## src/rtl/arb2_select.sv

```systemverilog
// ---------------------------------------------------------------------------
// arb2_select
//   Two-input round-robin arbiter feeding a one-entry output register. It
//   picks at most one of sources A/B per cycle. On contention it alternates,
//   starting with A after reset. The chosen word is presented on a
//   registered valid/ready output, together with the registered select bit
//   that drives the downstream 2:1 mux. Per-source saturating grant counters
//   expose fairness to debug logic.
//
// Ports
//   clk, rst          clock, synchronous active-high reset
//   a_valid/a_data    source A request, a_ready = accepted this cycle
//   b_valid/b_data    source B request, b_ready = accepted this cycle
//   y_valid/y_data    registered output word, consumed when y_ready
//   sel               registered source of y_data (0 = A, 1 = B)
//   cnt_a, cnt_b      saturating counts of words accepted from A / B
// ---------------------------------------------------------------------------
module arb2_select #(
    parameter int WIDTH = 8,
    parameter int CNT_W = 16
) (
    input  logic             clk,
    input  logic             rst,
    input  logic             a_valid,
    input  logic [WIDTH-1:0] a_data,
    output logic             a_ready,
    input  logic             b_valid,
    input  logic [WIDTH-1:0] b_data,
    output logic             b_ready,
    output logic             y_valid,
    output logic [WIDTH-1:0] y_data,
    input  logic             y_ready,
    output logic             sel,
    output logic [CNT_W-1:0] cnt_a,
    output logic [CNT_W-1:0] cnt_b
);

    // Arbiter state: which source won the most recent accept.
    typedef enum logic {
        LAST_A = 1'b0,   // next tie goes to B
        LAST_B = 1'b1    // next tie goes to A
    } last_e;

    last_e            r_last;
    logic             r_y_valid;
    logic [WIDTH-1:0] r_y_data;
    logic             r_sel;
    logic [CNT_W-1:0] r_cnt_a;
    logic [CNT_W-1:0] r_cnt_b;

    logic w_load_en;
    logic w_grant_a;
    logic w_grant_b;
    logic w_acc_a;
    logic w_acc_b;

    // The register can take a word when it is empty or drained this cycle.
    assign w_load_en = ~r_y_valid | y_ready;

    // A lone requester always wins. On a tie the winner is the source that
    // did not win last time. The two grants are mutually exclusive by construction.
    assign w_grant_a = a_valid & (~b_valid | (r_last == LAST_B));
    assign w_grant_b = b_valid & (~a_valid | (r_last == LAST_A));

    assign a_ready = w_load_en & w_grant_a & ~rst;
    assign b_ready = w_load_en & w_grant_b & ~rst;

    assign w_acc_a = a_valid & a_ready;
    assign w_acc_b = b_valid & b_ready;

    always_ff @(posedge clk) begin
        if (rst) begin
            r_last    <= LAST_B;
            r_y_valid <= 1'b0;
            r_y_data  <= '0;
            r_sel     <= 1'b0;
            r_cnt_a   <= '0;
            r_cnt_b   <= '0;
        end else begin
            if (w_acc_a) begin
                r_y_data  <= a_data;
                r_sel     <= 1'b0;
                r_y_valid <= 1'b1;
                r_last    <= LAST_A;
                if (r_cnt_a != {CNT_W{1'b1}})
                    r_cnt_a <= r_cnt_a + 1'b1;
            end else if (w_acc_b) begin
                r_y_data  <= b_data;
                r_sel     <= 1'b1;
                r_y_valid <= 1'b1;
                r_last    <= LAST_B;
                if (r_cnt_b != {CNT_W{1'b1}})
                    r_cnt_b <= r_cnt_b + 1'b1;
            end else if (y_ready) begin
                // Drained with nothing to replace it. Data and sel keep
                // their last values.
                r_y_valid <= 1'b0;
            end
        end
    end

    assign y_valid = r_y_valid;
    assign y_data  = r_y_data;
    assign sel     = r_sel;
    assign cnt_a   = r_cnt_a;
    assign cnt_b   = r_cnt_b;

endmodule

```

## config.mk

```make
export PLATFORM = sky130hd
export DESIGN_NAME = arb2_select
export DESIGN_NICKNAME = d
export VERILOG_FILES = /design/src/rtl/arb2_select.sv
export SDC_FILE = /design/constraint.sdc
export NUM_CORES = 1
export LEC_CHECK = 0
export CORE_ASPECT_RATIO = 1.25
export CORE_UTILIZATION = 43
export CTS_BUF_LIST = sky130_fd_sc_hd__clkbuf_8
export CTS_CLUSTER_DIAMETER = 100
export CTS_CLUSTER_SIZE = 24
export DETAILED_ROUTE_END_ITERATION = 12
export PLACE_DENSITY = 0.8
export REMOVE_ABC_BUFFERS = 1
export SLEW_MARGIN = 30
export SYNTH_ARGS = -nofsm -noshare
export SYNTH_HDL_FRONTEND = slang
export SYNTH_SLANG_ARGS = --single-unit
```

## constraint.sdc

```tcl
create_clock -name clk -period 1.7 [get_ports clk]
set_clock_uncertainty 0.05 [all_clocks]
set_input_delay 0.51 -clock clk [delete_from_list [all_inputs] [get_ports clk]]
set_output_delay 0.51 -clock clk [all_outputs]
set_load 0.02 [all_outputs]
```

==> impl_metrics.ini <==
[timing]
slew_violations = 0
max_freq_ghz = 0.581
tightest_slew_ps = 330
rsz0062_at_grt = true
final_hold_viol_count = 0
post-route-period-util = 1.01
setup_ws_ps = -20.2
finalSetupViolations = 1
fin_crit_ps = 1720
slew_headroom = 0.778

[yosys]
synth_edf_count = 0
synth.distinct_cells = 49
synth-seq-cells = 43
ys.flop_type = dfxtp_1
syn_area_um2 = 2100
netlist_instances = 239
seq_area_frac_synth = 0.410
ys_warn_count = 0
synth-async-reset-ratio = 0
syn_avg_cell_area_um2 = 8.78

[route]
wl_per_cell_um = 14.4
drc = 0
ant_nets = 0
dr.pass1.iters = 4
routed_wl_mm = 6.21
vias_per_cell = 5.21
drt-initial-drc-count = 104
num_vias = 2247

[critical_path]
critPathRequiredTime_ps = 1840
cp.arrival_ps = 1860
worstPathMaxFanout = 8
rrSetupSlack_ps = -20
cp-startpoint = cnt_b[0]$_SDFFE_PP0P_
critical-path-top-delay-family = simple AND/OR/NAND/NOR gates
cp.depth = 6
slowest_delay_ps = 500
cpMaxStageDelayCell = or4_4
endpoint = cnt_b[1]$_SDFFE_PP0P_
timing.rr.end = cnt_b[1]$_SDFFE_PP0P_
r2r-start = cnt_b[0]$_SDFFE_PP0P_
endpoint_kind = flip-flop
startpoint_type = flip-flop
rr_worst_depth = 6
cp_cell_sequence = ha_2 > nand2_1 > or4_4 > nor2_4 > nor2_2 > mux2_4
crit_type = flip-flop to flip-flop
crit_buf_inv = 0

[placement]
gp_congestion = 0.872
dp.cells = 409
dpl.hpwl_mm = 4.04
io_buffers = 64
post-place-ws_ps = -871

[global_route]
antenna_found_initial = 0
globalRouteOverflowTotal = 0
grt_pass1_vias = 2067
grt_usage = 0.223
grt_max_degree = 29
grt_first_pass_wirelength_mm = 9.05

[min_path]
min_path_type = flip-flop to flip-flop

[clocking]
cts.path.max_buffers = 2
clk_latency_ps = 300
cts-root-buf = clkbuf_8
cts_buffers = 5
cts.sinks = 43
cts_hold_buf = 0
h-tree-depth = 2
clk_pin_slew_ps = 80
cts_tree = done

[floorplanning]
die-area_um2 = 5160
dieHeight_um = 80.1
ios = 65
start_util = 0.444
rows = 28
die_w_um = 64.5
core_area_um2 = 4730

[final_layout]
fin_util = 0.745
area_growth_pct = 67.9
final_nets = 393
final-instance-count-excl-fill = 431
drive_gt1_frac = 0.353
n_antenna_cell = 0

[power]
p_per_area_nw_per_um2 = 569
ir_drop_uv = 419
design_power_total_mw = 2.00
p_leak_nw = 1.60

[status]
status = finished with violations
violations = setup timing

[flow_run]
maxCapViolations = 0
## worst min-delay path: cells and delay by family, from the launching register on
kind / cells / cell delay [ps]
and+or+nand+nor: 1 / 50
DFF: 1 / 310
AOI/OAI and AO/OA: 1 / 80
## placed cells by master (no fill, tap or decap), types with 6 or more instances in the layout
cell type        instances
nand2_1                 24
dlygate4sd2_1           38
nand3_1                 12
buf_4                   68
nand4_1                 10
xnor2_1                 14
nor2_1                  34
xor2_1                   6
dfxtp_1                 34
a311oi_1                 8
dfxtp_2                  8
clkdlybuf4s50_1         16
mux2i_1                  7
## power breakdown
group	internal (mW)	switching [mW]
sequential	1.04	0.0218
clock	0.277	0.350
combinational	0.170	0.151
## metrics by stage
stage,hold slack (ps),setup TNS (ps),area [um2]
after CTS,441,-9.91,3320
after detailed placement,429,-24070,3180
after global routing,459,-626,3520
after global placement,416,-22950,3180
final,437,-20.2,3520
after floorplan,491,-6120,2030
## what timing repair did
item | 4_1_cts | 5_1_grt
setup endpoints to repair | 82 | 32
buffers inserted | 4 | 9
pin swaps | 4 | 9
cloned | 0 | 1
resized for setup | 91 | 34
## worst min path at each step
stage | slack (ps) | startpoint | endpoint | depth (start not counted)
2_1_floorplan | 490 | cnt_a[5]$_SDFFE_PP0P_ | cnt_a[5]$_SDFFE_PP0P_ | 1
3_3_place_gp | 420 | cnt_a[15]$_SDFFE_PP0P_ | cnt_a[15]$_SDFFE_PP0P_ | 1
3_5_place_dp | 430 | y_data[7]$_SDFFE_PP0P_ | y_data[7]$_SDFFE_PP0P_ | 2
4_1_cts | 440 | y_data[1]$_SDFFE_PP0P_ | y_data[1]$_SDFFE_PP0P_ | 2
5_1_grt | 460 | y_data[7]$_SDFFE_PP0P_ | y_data[7]$_SDFFE_PP0P_ | 2
6_report | 440 | y_data[6]$_SDFFE_PP0P_ | y_data[6]$_SDFFE_PP0P_ | 2
## layout make-up
cell class	instances	area, um2
clock buffer	5	68.8
clock inverter	3	12.5
fill	352	1210
inverter	5	23.8
multi-input combinational	179	1310
sequential	43	875
tap	60	75.1
timing repair buffer	136	1160
## flip-flops by register name (all words and copies together) (netlist names)
name	cells
cnt_a	16
cnt_b	16
r_last	1
sel	1
y_data	8
y_valid	1
## routing by layer
| layer | up-vias | wire length [um] | GRT usage |
|---|---|---|---|
| met5 | - | 0 | 0 |
| met4 | 0 | 76 | 0.0778 |
| met3 | 7 | 298 | 0.0554 |
| met2 | 70 | 3330 | 0.420 |
| met1 | 1050 | 2500 | 0.238 |
| li1 | 1120 | - | - |
## cell usage after synthesis, types with 5 or more instances
cell | count | area share
mux2i_1 | 7 | 0.033
nand2_1 | 24 | 0.043
a311oi_1 | 9 | 0.038
xor2_1 | 6 | 0.025
dfxtp_1 | 43 | 0.41
nand4_1 | 10 | 0.030
nor2_1 | 34 | 0.061
xnor2_1 | 14 | 0.058
clkbuf_1 | 7 | 0.013
nand2b_1 | 7 | 0.021
and3_1 | 6 | 0.018
nand3_1 | 12 | 0.029
a21oi_1 | 6 | 0.014
nor3_1 | 5 | 0.012
## kinds of logic (layout without fill, tap and decap cells)
| kind of cell | after synthesis | in the layout | synth area share |
|---|---|---|---|
| xor gates and xnor gates | 20 | 20 | 0.0835 |
| buffers and inverters | 17 | 149 | 0.0405 |
| and+or+nand+nor | 121 | 121 | 0.311 |
| AOI/OAI and AO/OA | 27 | 27 | 0.0972 |
| DFF | 43 | 43 | 0.410 |
| muxes | 9 | 9 | 0.0459 |
| adders and majority gates | 2 | 2 | 0.0119 |
Note: power is estimated with default switching activity, not from simulation.
